**src/rtl/timer256_irq_ctrl_pkg.sv**
```systemverilog
// rtl/timer256_irq_ctrl_pkg.sv - shared constants, state type and priority helper for the 256 Hz timer interrupt controller
package timer256_irq_pkg;

    localparam int NUM_SRC = 4;

    localparam int SRC_32HZ = 0;
    localparam int SRC_8HZ  = 1;
    localparam int SRC_2HZ  = 2;
    localparam int SRC_1HZ  = 3;

    // Timer bit whose falling edge produces each source, indexed by source number.
    localparam int TIMER_BIT [NUM_SRC] = '{2, 4, 6, 7};

    localparam logic [23:0] ADDR_ENABLE_DEF  = 24'h2044;
    localparam logic [23:0] ADDR_PENDING_DEF = 24'h2045;

    typedef enum logic [1:0] {
        IDLE,
        REQ,
        HOLD
    } irq_state_e;

    // Lowest set index wins; returns 0 when nothing is set.
    function automatic logic [1:0] prio_idx(input logic [NUM_SRC-1:0] req);
        logic [1:0] idx;
        idx = 2'd0;
        for (int i = NUM_SRC - 1; i >= 0; i--) begin
            if (req[i]) begin
                idx = 2'(i);
            end
        end
        return idx;
    endfunction

endpackage

```
**src/rtl/timer256_irq_ctrl_if.sv**
```systemverilog
// rtl/timer256_irq_ctrl_if.sv - system bus register port and CPU interrupt handshake
interface timer256_irq_ctrl_if;

    logic        bus_write;
    logic        bus_read;
    logic [23:0] bus_address_in;
    logic [7:0]  bus_data_in;
    logic [7:0]  bus_data_out;
    logic        irq_req;
    logic [1:0]  irq_vector;
    logic        irq_ack;

    modport master (
        output bus_write,
        output bus_read,
        output bus_address_in,
        output bus_data_in,
        input  bus_data_out,
        input  irq_req,
        input  irq_vector,
        output irq_ack
    );

    modport slave (
        input  bus_write,
        input  bus_read,
        input  bus_address_in,
        input  bus_data_in,
        output bus_data_out,
        output irq_req,
        output irq_vector,
        input  irq_ack
    );

endinterface

```
**src/rtl/timer256_irq_ctrl_sync_fall_det.sv**
```systemverilog
// rtl/timer256_irq_ctrl_sync_fall_det.sv - single-bit synchroniser with falling-edge pulse and suppress
module sync_fall_det #(
    parameter int SYNC_STAGES = 2
) (
    input  logic clk,
    input  logic din,
    input  logic suppress,
    output logic fall
);

    logic [SYNC_STAGES-1:0] sync_q, sync_d;
    logic                   hist_q, hist_d;

    // History always tracks the synchronised level, so a suppressed or
    // reset-time transition is absorbed rather than reported later.
    always_comb begin
        sync_d = {sync_q[SYNC_STAGES-2:0], din};
        hist_d = sync_q[SYNC_STAGES-1];
    end

    always_ff @(posedge clk) begin
        sync_q <= sync_d;
        hist_q <= hist_d;
    end

    assign fall = hist_q & ~sync_q[SYNC_STAGES-1] & ~suppress;

endmodule

```
**src/rtl/timer256_irq_ctrl.sv**
```systemverilog
// rtl/timer256_irq_ctrl.sv - 32/8/2/1 Hz tick interrupt controller with pending/enable registers and req/ack FSM
module timer256_irq_ctrl
    import timer256_irq_pkg::*;
#(
    parameter int          SYNC_STAGES  = 2,
    parameter logic [23:0] ADDR_ENABLE  = ADDR_ENABLE_DEF,
    parameter logic [23:0] ADDR_PENDING = ADDR_PENDING_DEF
) (
    input  logic                 clk,
    input  logic                 reset,
    input  logic [7:0]           timer,
    input  logic                 timer_clear,
    timer256_irq_ctrl_if.slave   bus
);

    logic [SYNC_STAGES-1:0] clr_sync_q, clr_sync_d;
    logic                   clr_dly_q, clr_dly_d;
    logic                   suppress;
    logic [NUM_SRC-1:0]     fall_vec;

    logic [NUM_SRC-1:0]     enable_q, enable_d;
    logic [NUM_SRC-1:0]     pending_q, pending_d;
    logic [NUM_SRC-1:0]     ack_clr, w1c;
    logic                   wr_enable, wr_pending;

    irq_state_e             state_q;
    logic                   irq_req_q;
    logic [1:0]             irq_vector_q;

    logic                   unused_bus_bits;

    // Clear is held off one extra cycle after it falls to cover skew
    // between its synchroniser and the timer bit synchronisers.
    always_comb begin
        clr_sync_d = {clr_sync_q[SYNC_STAGES-2:0], timer_clear};
        clr_dly_d  = clr_sync_q[SYNC_STAGES-1];
        suppress   = clr_sync_q[SYNC_STAGES-1] | clr_dly_q;
    end

    always_ff @(posedge clk) begin
        clr_sync_q <= clr_sync_d;
        clr_dly_q  <= clr_dly_d;
    end

    for (genvar i = 0; i < NUM_SRC; i++) begin : g_src
        sync_fall_det #(
            .SYNC_STAGES (SYNC_STAGES)
        ) u_det (
            .clk      (clk),
            .din      (timer[TIMER_BIT[i]]),
            .suppress (suppress),
            .fall     (fall_vec[i])
        );
    end

    // Ack clear, then W1C, then edge set: a same-cycle edge always survives.
    always_comb begin
        wr_enable  = bus.bus_write && (bus.bus_address_in == ADDR_ENABLE);
        wr_pending = bus.bus_write && (bus.bus_address_in == ADDR_PENDING);
        ack_clr    = '0;
        if ((state_q == REQ) && bus.irq_ack) begin
            ack_clr[irq_vector_q] = 1'b1;
        end
        w1c       = wr_pending ? bus.bus_data_in[NUM_SRC-1:0] : '0;
        pending_d = ((pending_q & ~ack_clr) & ~w1c) | fall_vec;
        enable_d  = wr_enable ? bus.bus_data_in[NUM_SRC-1:0] : enable_q;
    end

    always_ff @(posedge clk) begin
        if (reset) begin
            enable_q  <= '0;
            pending_q <= '0;
        end else begin
            enable_q  <= enable_d;
            pending_q <= pending_d;
        end
    end

    always_ff @(posedge clk) begin
        if (reset) begin
            state_q      <= IDLE;
            irq_req_q    <= 1'b0;
            irq_vector_q <= 2'd0;
        end else begin
            case (state_q)
                IDLE: begin
                    if ((pending_q & enable_q) != '0) begin
                        irq_vector_q <= prio_idx(pending_q & enable_q);
                        irq_req_q    <= 1'b1;
                        state_q      <= REQ;
                    end
                end
                REQ: begin
                    if (bus.irq_ack) begin
                        irq_req_q <= 1'b0;
                        state_q   <= HOLD;
                    end else if (!(pending_d[irq_vector_q] && enable_d[irq_vector_q])) begin
                        irq_req_q <= 1'b0;
                        state_q   <= IDLE;
                    end
                end
                HOLD: begin
                    irq_req_q <= 1'b0;
                    state_q   <= IDLE;
                end
                default: begin
                    irq_req_q <= 1'b0;
                    state_q   <= IDLE;
                end
            endcase
        end
    end

    always_comb begin
        bus.bus_data_out = 8'd0;
        if (bus.bus_address_in == ADDR_ENABLE) begin
            bus.bus_data_out = {4'd0, enable_q};
        end else if (bus.bus_address_in == ADDR_PENDING) begin
            bus.bus_data_out = {4'd0, pending_q};
        end
    end

    assign bus.irq_req    = irq_req_q;
    assign bus.irq_vector = irq_vector_q;

    // Read data is address-decoded only; the strobe and upper write bits carry no state.
    assign unused_bus_bits = ^{bus.bus_read, bus.bus_data_in[7:4]};

endmodule

```
**src/flat_wrapper.sv**
```systemverilog
// flat-port wrapper written by rule: the top's interface ports become plain ports
module timer256_irq_ctrl_flat import timer256_irq_pkg::*;
#(
    parameter int          SYNC_STAGES  = 2,
    parameter logic [23:0] ADDR_ENABLE  = ADDR_ENABLE_DEF,
    parameter logic [23:0] ADDR_PENDING = ADDR_PENDING_DEF
)
  (clk, reset, timer, timer_clear, bus_bus_write, bus_bus_read, bus_bus_address_in, bus_bus_data_in, bus_bus_data_out, bus_irq_req, bus_irq_vector, bus_irq_ack);
  timer256_irq_ctrl_if bus_i ();
  input  logic clk;
  input  logic reset;
  input  logic [7:0] timer;
  input  logic timer_clear;
  input wire logic [$bits(bus_i.bus_write)-1:0] bus_bus_write;
  input wire logic [$bits(bus_i.bus_read)-1:0] bus_bus_read;
  input wire logic [$bits(bus_i.bus_address_in)-1:0] bus_bus_address_in;
  input wire logic [$bits(bus_i.bus_data_in)-1:0] bus_bus_data_in;
  output wire logic [$bits(bus_i.bus_data_out)-1:0] bus_bus_data_out;
  output wire logic [$bits(bus_i.irq_req)-1:0] bus_irq_req;
  output wire logic [$bits(bus_i.irq_vector)-1:0] bus_irq_vector;
  input wire logic [$bits(bus_i.irq_ack)-1:0] bus_irq_ack;
  assign bus_i.bus_write = bus_bus_write;
  assign bus_i.bus_read = bus_bus_read;
  assign bus_i.bus_address_in = bus_bus_address_in;
  assign bus_i.bus_data_in = bus_bus_data_in;
  assign bus_bus_data_out = bus_i.bus_data_out;
  assign bus_irq_req = bus_i.irq_req;
  assign bus_irq_vector = bus_i.irq_vector;
  assign bus_i.irq_ack = bus_irq_ack;
  timer256_irq_ctrl #(.SYNC_STAGES(SYNC_STAGES), .ADDR_ENABLE(ADDR_ENABLE), .ADDR_PENDING(ADDR_PENDING)) u_core (.clk(clk), .reset(reset), .timer(timer), .timer_clear(timer_clear), .bus(bus_i));
endmodule
```
**config.mk**
```make
export PLATFORM = sky130hd
export DESIGN_NAME = timer256_irq_ctrl_flat
export DESIGN_NICKNAME = d
export VERILOG_FILES = /design/src/rtl/timer256_irq_ctrl_pkg.sv /design/src/rtl/timer256_irq_ctrl_if.sv /design/src/rtl/timer256_irq_ctrl_sync_fall_det.sv /design/src/rtl/timer256_irq_ctrl.sv /design/src/flat_wrapper.sv
export SDC_FILE = /design/constraint.sdc
export NUM_CORES = 1
export LEC_CHECK = 0
export ABC_AREA = 1
export BUFFER_PORTS_ARGS = -buffer_cell sky130_fd_sc_hd__buf_2
export CAP_MARGIN = 30
export CORE_MARGIN = 1.5
export CORE_UTILIZATION = 49
export DETAILED_ROUTE_END_ITERATION = 6
export MAX_ROUTING_LAYER = met4
export PLACE_DENSITY = 0.85
export SLEW_MARGIN = 25
export SYNTH_ARGS = -nofsm -noshare
export SYNTH_HDL_FRONTEND = slang
export SYNTH_SLANG_ARGS = --single-unit
```
**constraint.sdc**
```tcl
create_clock -name clk -period 3.6 [get_ports clk]
set_input_delay 0.36 -clock clk [delete_from_list [all_inputs] [get_ports clk]]
set_output_delay 0.36 -clock clk [all_outputs]
set_load 0.1 [all_outputs]
```
==> out/metrics.yaml <==
via_per_inst: 4.919
dp_hpwl_mm: 2.098
path_clk_slew_ns: 0.14
tritoncts: "yes"
grt_pass1_wl_mm: 4.071
die_w_um: 52.74
critPathLaunchType: "primary input"
hold_path.class: "in -> reg"
hold_viol: 0
io_buffers: 43
reg2regPathDepth: 11
fin_crit_sh_pct: 59.68
min-delay-start: "timer[7]"
status: "finished clean"
use_met3_pct: 4.571
reg2reg_to: "u_core.state_q[0]"
ios: 57
dieArea_sq_um: 2782
hold_buffers: 0
gp_congestion: 0.8502
tightestPinTransition_ns: 0.5042
vdd.ir_drop.worst_uv: 316.3
power_leakage_nw: 0.6845
hold_end: "u_core.g_src[3].u_det.sync_q[0]"
avgRoutedWirePerCell_um: 10.93
reg2reg_from: "u_core.state_q[0]"
met2_usage_pct: 40.21
grt_max_degree: 16
via_count: 1156
syn2layout_area_growth_pct: 20.64
synth-edff-count: 0
async_flop_share_pct: 0
ys_seq_area_share_pct: 44.58
slew_violations: 0
nets: 254
ys_types: 22
overflow: 0
min_period_ns: 2.148
power.density_nw_per_um2: 343.2
cts_buffers: 3
crit_required_ns: 3.24
drive_gt1_share_pct: 27.05
core_area_sq_um: 2276
rsz0062_at_grt: "no"
avgSynthCellArea_sq_um: 7.438
critPathCaptureType: "output port"
top_usage_layer: "met2"
layout_common_cells: "buf_2, nand2_1, dfxtp_1, nor2_1, inv_1"
finalSetupViolCount: 0
grt_antenna_before_repair: 0
ys_warn_count: 0
grt_pass1_vias: 1033
synth-seq-cells: 27
drt_iter0_markers: 29
hold_path_depth: 1
root_buffer: "clkbuf_4"
dieHeight_um: 52.74
r2r_slack_ns: 2.16
fin_tns_setup_ns: 0
path_max_fanout: 5
clock-sinks: 27
clock_skew_ns: 0.003116
crit_arrival_ns: 1.79
drtAntennaViolNets: 0
gr-usage-met1_pct: 20.00
htreeDepth: 1
post_cts_buffers: 0
clk_path_buf_depth: 2
rows: 17
firstDrtPassIters: 4
crit_type: "in -> out"
total_power_mw: 0.5019
clock_latency_ns: 0.32
drc_errors: 0
wl_mm: 2.569
syn_area_sq_um: 1212
slew-limit-headroom_pct: 66.03
fmax_mhz: 465.5
synthFlopType: "dfxtp_1"
cap_violations: 0
grt_usage_pct: 21.06
start_util_pct: 53.27
diodes: 0
netlist_instances: 163
mostFrequentLayoutCell: "buf_2"
ctsResizeCount: 0
[synthesized netlist by cell type (3+ instances only)]
cell type | n | area [sq um]
nand2_1 | 40 | 150.1
dfxtp_1 | 27 | 540.5
nor2_1 | 26 | 97.59
inv_1 | 14 | 52.55
nand3_1 | 13 | 65.06
a21oi_1 | 11 | 55.05
nand3b_1 | 5 | 37.54
a32o_1 | 4 | 40.04
buf_4 | 4 | 30.03
a21boi_0 | 3 | 22.52
nand3_2 | 3 | 30.03
nor2_4 | 3 | 33.78
[power breakdown]
group          internal, mW  switching (mW)
registers             0.309         0.00406
logic                0.0205          0.0384
clock network        0.0417          0.0879
total                 0.372           0.130
[logic make-up (layout without fill, tap and decap cells)]
group / after synthesis / after routing / share of synthesized area, %
flip-flops: 27 / 27 / 44.58
other: 1 / 4 / 0.3093
buffers and inverters: 20 / 61 / 7.533
AO/OA/AOI/OAI: 21 / 21 / 11.45
AND/OR/NAND/NOR: 94 / 94 / 36.12
[final cells by class]
class / instances / area, sq um
Inverter: 14 / 52.55
Tap cell: 28 / 35.03
Clock inverter: 1 / 5.005
Multi-Input combinational cell: 119 / 591.8
Fill cell: 222 / 813.3
Sequential cell: 27 / 540.5
Timing Repair Buffer: 43 / 215.2
Clock buffer: 3 / 22.52
[worst max-delay path: stages]
cell	delay [ns]
buf_2	0.10
inv_1	0.04
nand2_1	0.04
nor2_1	0.17
nand3b_1	0.21
nor2_1	0.27
a32o_1	0.17
buf_2	0.42
[worst max path at each step]
stage                           from                  end  slack (ns)  depth (start not counted)
4_1_cts        bus_bus_address_in[3]  bus_bus_data_out[2]        1.45                          8
2_1_floorplan  bus_bus_address_in[7]  bus_bus_data_out[0]        1.46                          6
3_5_place_dp   bus_bus_address_in[3]  bus_bus_data_out[2]        1.45                          8
3_3_place_gp   bus_bus_address_in[7]  bus_bus_data_out[1]        1.49                          8
5_1_grt        bus_bus_address_in[1]  bus_bus_data_out[0]        1.35                          8
6_report       bus_bus_address_in[3]  bus_bus_data_out[2]        1.45                          8
[per-layer routing]
metal  part of all wire (%)  wire length (um)  vias up
li1                       -                 -      611
met5                      0                 0        -
met1                     40              1025      504
met3                    5.7               147        4
met4                    1.4                36        0
met2                     53              1359       37
[per-stage QoR]
stage / hold slack, ns / cells / util, % / setup slack [ns] / area (sq um)
after global routing: 0.08592 / 235 / 64.27 / 1.354 / 1463
final: 0.1195 / 235 / 64.27 / 1.452 / 1463
after global placement: 0.3124 / 231 / 63.06 / 1.487 / 1435
after CTS: 0.1149 / 235 / 64.27 / 1.452 / 1463
after detailed placement: 0.3139 / 231 / 63.06 / 1.453 / 1435
after floorplan: 0.3096 / 166 / - / 1.462 / 1224
[sequential cells by signal, indices dropped and copies added (netlist names)]
| name | count |
|---|---|
| u_core.bus.irq_vector | 2 |
| u_core.enable_q | 4 |
| u_core.clr_sync_q | 2 |
| u_core.state_q | 2 |
| u_core.g_src.u_det.hist_q | 4 |
| u_core.pending_q | 4 |
| u_core.g_src.u_det.sync_q | 8 |
| u_core.clr_dly_q | 1 |
Note: power is estimated with default switching activity, not from simulation.
